===== src/rtl/md_pkg.sv =====
// Shared definitions for the multiply/divide unit: FSM encodings, iteration
// limits and the divide-by-zero quotient.
package md_pkg;

   typedef enum logic [1:0] {
      S_IDLE = 2'd0,
      S_MUL  = 2'd1,
      S_DIV  = 2'd2,
      S_DONE = 2'd3
   } state_t;

   localparam logic [5:0]  CNT_LAST     = 6'd31;
   localparam logic [31:0] DIV_ZERO_QUO = 32'hFFFF_FFFF;

   // Two's-complement magnitude; 0x80000000 maps to itself, read as unsigned.
   function automatic logic [31:0] mag32(input logic [31:0] v, input logic is_signed);
      return (is_signed && v[31]) ? (~v + 32'd1) : v;
   endfunction

endpackage


===== src/rtl/md_div_core.sv =====
// Restoring-divide iteration datapath: one quotient bit per step over
// unsigned 32-bit magnitudes. Exposes the next-step values so the caller can
// sign-fix the final iteration's result as it enters DONE.
module md_div_core
(
   input  logic        clk,
   input  logic        rst,
   input  logic        load,
   input  logic        step,
   input  logic [31:0] dividend,
   input  logic [31:0] divisor,
   output logic [31:0] rem_next,
   output logic [31:0] quo_next
);

   logic [31:0] rem_q;
   logic [31:0] quo_q;
   logic [31:0] dvsr_q;
   logic [32:0] trial;

   // Partial remainder stays below 2*divisor, so bit 32 of the trial
   // difference is a clean borrow flag.
   always_comb begin
      trial = {rem_q, quo_q[31]} - {1'b0, dvsr_q};
      if (!trial[32]) begin
         rem_next = trial[31:0];
         quo_next = {quo_q[30:0], 1'b1};
      end else begin
         rem_next = {rem_q[30:0], quo_q[31]};
         quo_next = {quo_q[30:0], 1'b0};
      end
   end

   // NOTE: sequential state uses non-blocking assignments only, so every
   // register samples the pre-edge values regardless of statement order.
   always_ff @(posedge clk) begin
      if (rst) begin
         rem_q  <= '0;
         quo_q  <= '0;
         dvsr_q <= '0;
      end else if (load) begin
         rem_q  <= '0;
         quo_q  <= dividend;
         dvsr_q <= divisor;
      end else if (step) begin
         rem_q  <= rem_next;
         quo_q  <= quo_next;
      end
   end

endmodule


===== src/rtl/md_unit.sv =====
// Iterative multiply/divide unit for the EX stage: radix-2 shift-add multiply
// and restoring divide, 32 cycles each, with a stall request while pending.
module md_unit
   import md_pkg::*;
(
   input  logic        clk,
   input  logic        rst,
   input  logic        op_mult,
   input  logic        op_multu,
   input  logic        op_div,
   input  logic        op_divu,
   input  logic [31:0] src_a,
   input  logic [31:0] src_b,
   input  logic        advance,
   input  logic        flush,
   output logic        stallreq_for_md,
   output logic        result_valid,
   output logic [31:0] hi_o,
   output logic [31:0] lo_o
);

   state_t      state;
   logic [5:0]  cnt;
   logic [31:0] a_mag;
   logic [63:0] prod;
   logic        neg_res;
   logic        neg_rem;
   logic        div_zero;

   logic        any_op;
   logic        is_signed;
   logic [31:0] a_mag_in;
   logic [31:0] b_mag_in;
   logic [32:0] mul_sum;
   logic [63:0] prod_next;
   logic [31:0] rem_next;
   logic [31:0] quo_next;

   assign any_op    = op_mult | op_multu | op_div | op_divu;
   assign is_signed = op_mult | op_div;
   assign a_mag_in  = mag32(src_a, is_signed);
   assign b_mag_in  = mag32(src_b, is_signed);

   assign stallreq_for_md = ((state == S_IDLE) && any_op) || (state == S_MUL) || (state == S_DIV);

   // Shift-add: conditionally add the multiplicand into the upper half, then
   // shift the whole product right, consuming one multiplier bit.
   assign mul_sum   = {1'b0, prod[63:32]} + (prod[0] ? {1'b0, a_mag} : 33'd0);
   assign prod_next = {mul_sum, prod[31:1]};

   md_div_core u_div_core (
      .clk      (clk),
      .rst      (rst),
      .load     ((state == S_IDLE) && any_op && !flush),
      .step     (state == S_DIV),
      .dividend (a_mag_in),
      .divisor  (b_mag_in),
      .rem_next (rem_next),
      .quo_next (quo_next)
   );

   always_ff @(posedge clk) begin
      if (rst) begin
         state        <= S_IDLE;
         cnt          <= '0;
         a_mag        <= '0;
         prod         <= '0;
         neg_res      <= 1'b0;
         neg_rem      <= 1'b0;
         div_zero     <= 1'b0;
         result_valid <= 1'b0;
         hi_o         <= '0;
         lo_o         <= '0;
      end else if (flush) begin
         state        <= S_IDLE;
         cnt          <= '0;
         result_valid <= 1'b0;
         hi_o         <= '0;
         lo_o         <= '0;
      end else begin
         unique case (state)
            S_IDLE: begin
               if (any_op) begin
                  cnt      <= '0;
                  a_mag    <= a_mag_in;
                  prod     <= {32'd0, b_mag_in};
                  neg_res  <= is_signed & (src_a[31] ^ src_b[31]);
                  neg_rem  <= op_div & src_a[31];
                  div_zero <= (op_div | op_divu) && (src_b == 32'd0);
                  state    <= (op_mult | op_multu) ? S_MUL : S_DIV;
               end
            end
            S_MUL: begin
               prod <= prod_next;
               cnt  <= cnt + 6'd1;
               if (cnt == CNT_LAST) begin
                  state        <= S_DONE;
                  result_valid <= 1'b1;
                  {hi_o, lo_o} <= neg_res ? (~prod_next + 64'd1) : prod_next;
               end
            end
            S_DIV: begin
               cnt <= cnt + 6'd1;
               if (cnt == CNT_LAST) begin
                  state        <= S_DONE;
                  result_valid <= 1'b1;
                  hi_o         <= neg_rem ? (~rem_next + 32'd1) : rem_next;
                  // The remainder already equals src_a for a zero divisor;
                  // only the quotient needs the fixed pattern.
                  lo_o         <= div_zero ? DIV_ZERO_QUO
                                           : (neg_res ? (~quo_next + 32'd1) : quo_next);
               end
            end
            S_DONE: begin
               if (advance) begin
                  state        <= S_IDLE;
                  result_valid <= 1'b0;
                  hi_o         <= '0;
                  lo_o         <= '0;
               end
            end
            default: state <= S_IDLE;
         endcase
      end
   end

endmodule


===== config.mk =====
export PLATFORM = sky130hd
export DESIGN_NAME = md_unit
export DESIGN_NICKNAME = d
export VERILOG_FILES = /design/src/rtl/md_pkg.sv /design/src/rtl/md_div_core.sv /design/src/rtl/md_unit.sv
export SDC_FILE = /design/constraint.sdc
export NUM_CORES = 1
export LEC_CHECK = 0
export CAP_MARGIN = 40
export CELL_PAD_IN_SITES_DETAIL_PLACEMENT = 1
export CELL_PAD_IN_SITES_GLOBAL_PLACEMENT = 1
export CORE_MARGIN = 3
export CORE_UTILIZATION = 25
export CTS_BUF_LIST = sky130_fd_sc_hd__clkbuf_8
export DETAILED_ROUTE_END_ITERATION = 10
export PLACE_DENSITY_LB_ADDON = 0.1
export SYNTH_ARGS = -nofsm -noshare
export SYNTH_HDL_FRONTEND = slang
export SYNTH_HIERARCHICAL = 1
export SYNTH_SLANG_ARGS = --single-unit

===== constraint.sdc =====
create_clock -name clk -period 10.9 [get_ports clk]
set_input_delay 2.18 -clock clk [delete_from_list [all_inputs] [get_ports clk]]
set_output_delay 2.18 -clock clk [all_outputs]
set_load 0.02 [all_outputs]

* Yosys cells after proc, flatten, opt, wreduce, memory -nomap -nowiden *
Cells that the tools add are included.

word-level totals
  output and inout bits = 66
  flip-flop bits (word level) = 268
  bits of input ports = 72
  word-level logic and storage cells = 98

operators by class
  $add $sub $neg = 8
  bitwise gates (word level) = 14
  multiplexer cells = 30
  reduce and logical (&&, ||, !) cells = 24
  eq/ne operators = 9

operators by type and width
  operator                 count
  $mux W32                 14
  $pmux W32 S3             2
  $add A32 B1 Y32 const B  4
  $mux W64                 2
  $not A32 Y32             4
  $pmux W64 S2             1
  $add A64 B1 Y64 const B  1
  $not A64 Y64             1
  $add A32 B32 Y33         1
  $sub A33 B32 Y33         1
  $logic_not A32 Y1        1
  $pmux W6 S2              1
  $reduce_and A3 Y1        4
  $mux W2                  4
  $reduce_bool A2 Y1       4
  $add A6 B1 Y6 const B    1
  $eq A6 B5 Y1 const B     1
  $mux W6                  1
  $ne A2 B2 Y1 const B     3
  $pmux W2 S3              1
  $reduce_or A2 Y1         3
  $logic_and A1 B1 Y1      5
  $or A1 B1 Y1             5
  $eq A2 B2 Y1 const B     2
  13 further kinds         18

* Logic depth before layout (Yosys ltp) *
  depth after elaboration = 8
  mapped depth = 26
  mapped depth without buffers = 24

* Cells and area by module *
Netlist, hierarchy kept.

modules (own cells, without submodules)
  module       area an instance (µm²)  cells each  sequential area each (µm²)  instances
  md_unit      13351.6                 1821        3443.3                      1
  md_div_core  6284.8                  803         1921.8                      1

* Worst setup path before layout *
OpenSTA, ideal clock, no wires.

  kind = reg-to-reg
  start point = reg u_div_core.quo_q[31]
  end point = reg hi_o[28]
  period minus slack after synthesis = 5336 ps
  path buffers = 1
  library setup time = 78 ps
  slack = 5564 ps
  data required time = 10822 ps
  stages on the path, launching flop included = 24
  arrival = 5259 ps
  cell sequence = dfxtp_1 > inv_1 > ha_1 > fa_1 > nand2b_1 > a21oi_2 > o21a_1 > a21oi_2 > o21a_1 > or3_1 > and3_4 > inv_4 > buf_4 > mux2_2 > or4_1 > or2_2 > or3_1 > nand3b_1 > o21ai_0 > xnor2_1 > and2_1 > nor3_1 > mux2_2 > nor3_1

between the ends
  cells in the longest elaborated chain, start to end = 7

RTL lines
  element                 line               RTL
  start, declared         md_div_core.sv:17  logic [31:0] quo_q;
  start signal, assigned  md_div_core.sv:43  quo_q <= dividend;
  start signal, assigned  md_div_core.sv:47  quo_q <= quo_next;
  $sub A33 B32 Y33        md_div_core.sv:24  trial = {rem_q, quo_q[31]} - {1'b0, dvsr_q};
  $mux W32                md_div_core.sv:25  if (!trial[32]) begin
  net rem_next[13]        md_unit.sv:36      logic [31:0] rem_next;
  $not A32 Y32            md_unit.sv:107     hi_o <= neg_rem ? (~rem_next + 32'd1) : rem_next;
  $add A32 B1 Y32         md_unit.sv:107
  $mux W32                md_unit.sv:107
  $mux W32                md_unit.sv:104     if (cnt == CNT_LAST) begin
  $pmux W32 S3            md_unit.sv:81      unique case (state)
  end signal, assigned    md_unit.sv:99      {hi_o, lo_o} <= neg_res ? (~prod_next + 64'd1) : prod_next;
  end signal, assigned    md_unit.sv:107
  end, declared           md_unit.sv:18      output logic [31:0] hi_o,

The timed path passes the listed nets, and every way through them passes these cells. The select of a mux whose other input is x is not followed.
A chain may end at the register's enable or synchronous reset.

* Final worst setup path *
Same ends and word-level chain as after synthesis.

==> flow_metrics.py <==
metrics = {
    "layout": {
        "synthToLayoutAreaGrowth_pct": 17.04,
        "drive_gt1_share_pct": 6.810,
        "nets": 2804,
    },
    "clock_tree": {
        "cts_buffer_depth": 3,
        "htree_levels": 2,
        "hold_buffers": 0,
        "clock_sinks": 268,
        "cts_resized": 0,
        "cts_tree": "yes",
        "clk_latency_ns": 0.68,
        "clk_pin_slew_ns": 0.06,
        "cts_buffers": 59,
        "post_cts.repair.setup_buffers": 0,
        "root_buffer": "clkbuf_8",
    },
    "detailed_routing": {
        "vias": 19400,
        "drtPass1Iterations": 5,
        "vias_per_cell": 5.181,
        "ant_nets": 0,
        "avgRoutedWirePerCell_um": 21.97,
        "drc": 0,
        "wl_um": 82250,
        "drt_iter0_drc": 1149,
    },
    "critical_path": {
        "critPathBufInv": 2,
        "cp_max_fo": 66,
        "crit_chain": "inv_1 -> ha_1 -> fa_1 -> nand2b_1 -> a21oi_2 -> o21a_1 -> a21oi_2 -> o21a_1 -> or3_1 -> and3_4 -> inv_4 -> mux2_2 -> nor4_1 -> nand4b_1 -> or3_1 -> nand3b_1 -> o21ai_0 -> xnor2_1 -> and2_1 -> nor3_1 -> mux2_2 -> nor3_1",
        "critPathLaunchType": "register",
        "rrSetupSlack_ns": 4.35,
        "timing.rr.end": "hi_o[28]$_SDFFE_PP0P_",
        "crit-reg2reg-launch": "u_div_core/quo_q[31]$_SDFFE_PP0P_",
        "path_class": "reg -> reg",
        "cpLargestDelayFamily": "simple AND/OR/NAND/NOR gates",
        "end_kind": "register",
        "max_stage_delay_ns": 0.66,
        "critical_path_arrival_ns": 7.16,
        "reg2regPathDepth": 22,
        "required_ns": 11.50,
        "slowest_stage": "nor4_1",
    },
    "global_routing": {
        "antenna_found_initial": 2,
        "grt_max_degree": 90,
        "grt_pass1_wl_um": 124900,
        "grt.overflow.total": 0,
        "grt_pass1_vias": 19800,
        "grt_use_total_pct": 19.57,
    },
    "status": {
        "outcome": "complete, no violations",
    },
    "yosys": {
        "async_reset_ff_share_pct": 0,
        "netlist_area_um2": 19640,
        "synth.area.top_cells": "dfxtp_1 27%, xnor2_1 7.1%, nor2_1 7.0%, a21oi_1 5.6%, o21ai_0 4.8%",
        "synthesis.nets": 2772,
        "avgSynthCellArea_um2": 7.483,
        "ys_seq_area_share_pct": 27.32,
        "yosys.area.top_type": "dfxtp_1",
        "yosysWarnings": 6,
        "syn_inst": 2624,
        "yosysUniqueCellTypes": 89,
        "netlist.area_leader.share_pct": 27.32,
        "synthFlopType": "dfxtp_1",
        "ys_seq_elements": 268,
        "synth_edf_count": 0,
    },
    "timing": {
        "setup_viol": 0,
        "post-route-period-util_pct": 60.11,
        "fmaxAchievable_ghz": 0.1526,
        "hold_viol_final": 0,
        "finClkSkew_ns": 0.03219,
        "maxSlewViolCount": 0,
        "setup_tns_ns": 0,
        "fin_crit_ns": 6.552,
        "worst_slew_pin_slew_ns": 0.9284,
        "max_slew_margin_pct": 38.11,
        "rsz0062_at_grt": "no",
    },
    "floorplanning": {
        "pin_count": 138,
        "rows": 102,
        "die-area_um2": 81940,
        "coreArea_um2": 77590,
        "dieHeight_um": 286.3,
        "start_util_pct": 25.31,
        "die-width_um": 286.3,
    },
    "hold_path": {
        "min_path_cells": 2,
        "min-delay-start": "a_mag[2]$_SDFFE_PP0P_",
        "hold_class": "reg -> reg",
        "min_to": "a_mag[2]$_SDFFE_PP0P_",
    },
    "power_and_ir_drop": {
        "p_leak_nw": 8.560,
        "power_density_nw_per_um2": 150.0,
        "vdd_drop_max_uv": 96.73,
        "p_total_w": 0.003448,
    },
    "placed_design": {
        "gp_congestion": 0.8271,
        "numPortBuffers": 137,
        "dp_hpwl_um": 62410,
    },
    "run": {
        "cap_violations": 0,
    },
}
[how the worst max path moves through the flow]
stage | from | to | slack, ns | depth (start not counted)
CTS | u_div_core/quo_q[31]$_SDFFE_PP0P_ | hi_o[28]$_SDFFE_PP0P_ | 4.32 | 22
detailed placement | u_div_core/quo_q[31]$_SDFFE_PP0P_ | hi_o[28]$_SDFFE_PP0P_ | 4.34 | 22
global route | u_div_core/quo_q[31]$_SDFFE_PP0P_ | hi_o[28]$_SDFFE_PP0P_ | 3.84 | 22
finish | u_div_core/quo_q[31]$_SDFFE_PP0P_ | hi_o[28]$_SDFFE_PP0P_ | 4.35 | 22
floorplan | u_div_core/quo_q[31]$_SDFFE_PP0P_ | hi_o[28]$_SDFFE_PP0P_ | 5.56 | 23
global placement | op_div | prod[46]$_SDFFE_PP0P_ | 4.45 | 8
[sequential cells by signal, summed over array words and instances (netlist names), 2 cells and up]
| name | cells |
|---|---|
| lo_o | 32 |
| hi_o | 32 |
| u_div_core/rem_q | 32 |
| state | 2 |
| a_mag | 32 |
| cnt | 6 |
| u_div_core/dvsr_q | 32 |
| prod | 64 |
| u_div_core/quo_q | 32 |
[cells in the mapped netlist, drive strengths merged, types with 4 or more instances]
library cell	count
o31ai	37
o211a	5
mux2i	73
xor2	62
nor3	95
and2	45
a221oi	30
and3	25
a21boi	6
a22oi	34
o221ai	5
inv	63
o41ai	21
nand2b	45
ha	74
nand3b	5
nor2b	14
nand3	32
mux2	18
o211ai	44
xnor2	160
or2	19
nand2	206
or3	25
clkbuf	137
buf	61
a31oi	23
a21o	26
dfxtp	268
o21ai	194
a21oi	223
o31a	4
nand4	19
o21bai	11
a211oi	10
o21a	21
and4	10
nor2	366
a311oi	9
or4	28
nor4	21
[metrics by stage]
step / instance area (um2) / setup WS [ns] / cells / utilization (%) / hold WS [ns]
global route: 22980 / 3.839 / 3743 / 29.61 / 0.4830
floorplan: 19640 / 5.564 / 2624 / - / 0.4317
finish: 22980 / 4.348 / 3744 / 29.62 / 0.4511
detailed placement: 21780 / 4.340 / 3635 / 28.06 / 0.4484
CTS: 22980 / 4.315 / 3742 / 29.61 / 0.4562
global placement: 21650 / 4.445 / 3626 / 27.90 / 0.4417
[layout make-up]
type                       count  area (um2)
clock buffer                  69       949.7
fill                        9466       54610
timing repair buffer         169        1673
tap                         1040        1301
clock inverter                38       251.5
multi-input combinational   2095       13190
antenna                        2       5.005
sequential                   268        5366
inverter                      63       241.5
[worst reg2reg max path, stage by stage (launching register included)]
cell and delay (ns):
dfxtp_1 0.37, inv_1 0.06, ha_1 0.22, fa_1 0.42
nand2b_1 0.20, a21oi_2 0.21, o21a_1 0.25, a21oi_2 0.12
o21a_1 0.25, or3_1 0.36, and3_4 0.24, inv_4 0.52
mux2_2 0.50, nor4_1 0.66, nand4b_1 0.28, or3_1 0.53
nand3b_1 0.22, o21ai_0 0.21, xnor2_1 0.14, and2_1 0.19
nor3_1 0.06, mux2_2 0.30, nor3_1 0.18
[kinds of logic (layout without fill, tap and decap cells)]
group	Yosys count	count (layout)	synth area share, %
multiplexers	91	91	4.753
flip-flops	268	268	27.32
buffers and inverters	261	339	5.741
adder cells (fa/ha/maj)	76	76	4.919
other	0	2	0
XOR/XNOR	222	222	9.902
AO/OA/AOI/OAI	738	738	23.77
AND/OR/NAND/NOR	968	968	23.59
[layer usage]
metal | vias up | track usage [%] | share of wire [%]
met5 | - | 0 | 0
met2 | 325 | 31.49 | 45
li1 | 9411 | - | -
met4 | 0 | 5.745 | 2.6
met3 | 107 | 2.899 | 3.9
met1 | 9555 | 27.03 | 48
[where the power goes]
part	switching (W)	internal, W
clock network	0.000521	0.000645
registers	0.0000787	0.00105
logic	0.000738	0.000417
total	0.00134	0.00211
[cells in the final DEF, fill, tap and decap left out, types with 32 or more instances in the layout]
cell             Yosys  final
a21oi_1            221    221
a22oi_1             34     34
and2_1              45     45
clkbuf_8             0     69
clkdlybuf4s50_1      0    136
dfxtp_1            268    267
ha_1                74     72
inv_1               61     84
mux2i_1             73     73
nand2_1            205    205
nand2b_1            45     45
nand3_1             32     32
nor2_1             365    362
nor3_1              94     94
o211ai_1            43     43
o21ai_0            188    186
o31ai_1             37     37
xnor2_1            160    160
xor2_1              62     62
Power figures use the tool's default switching activity.
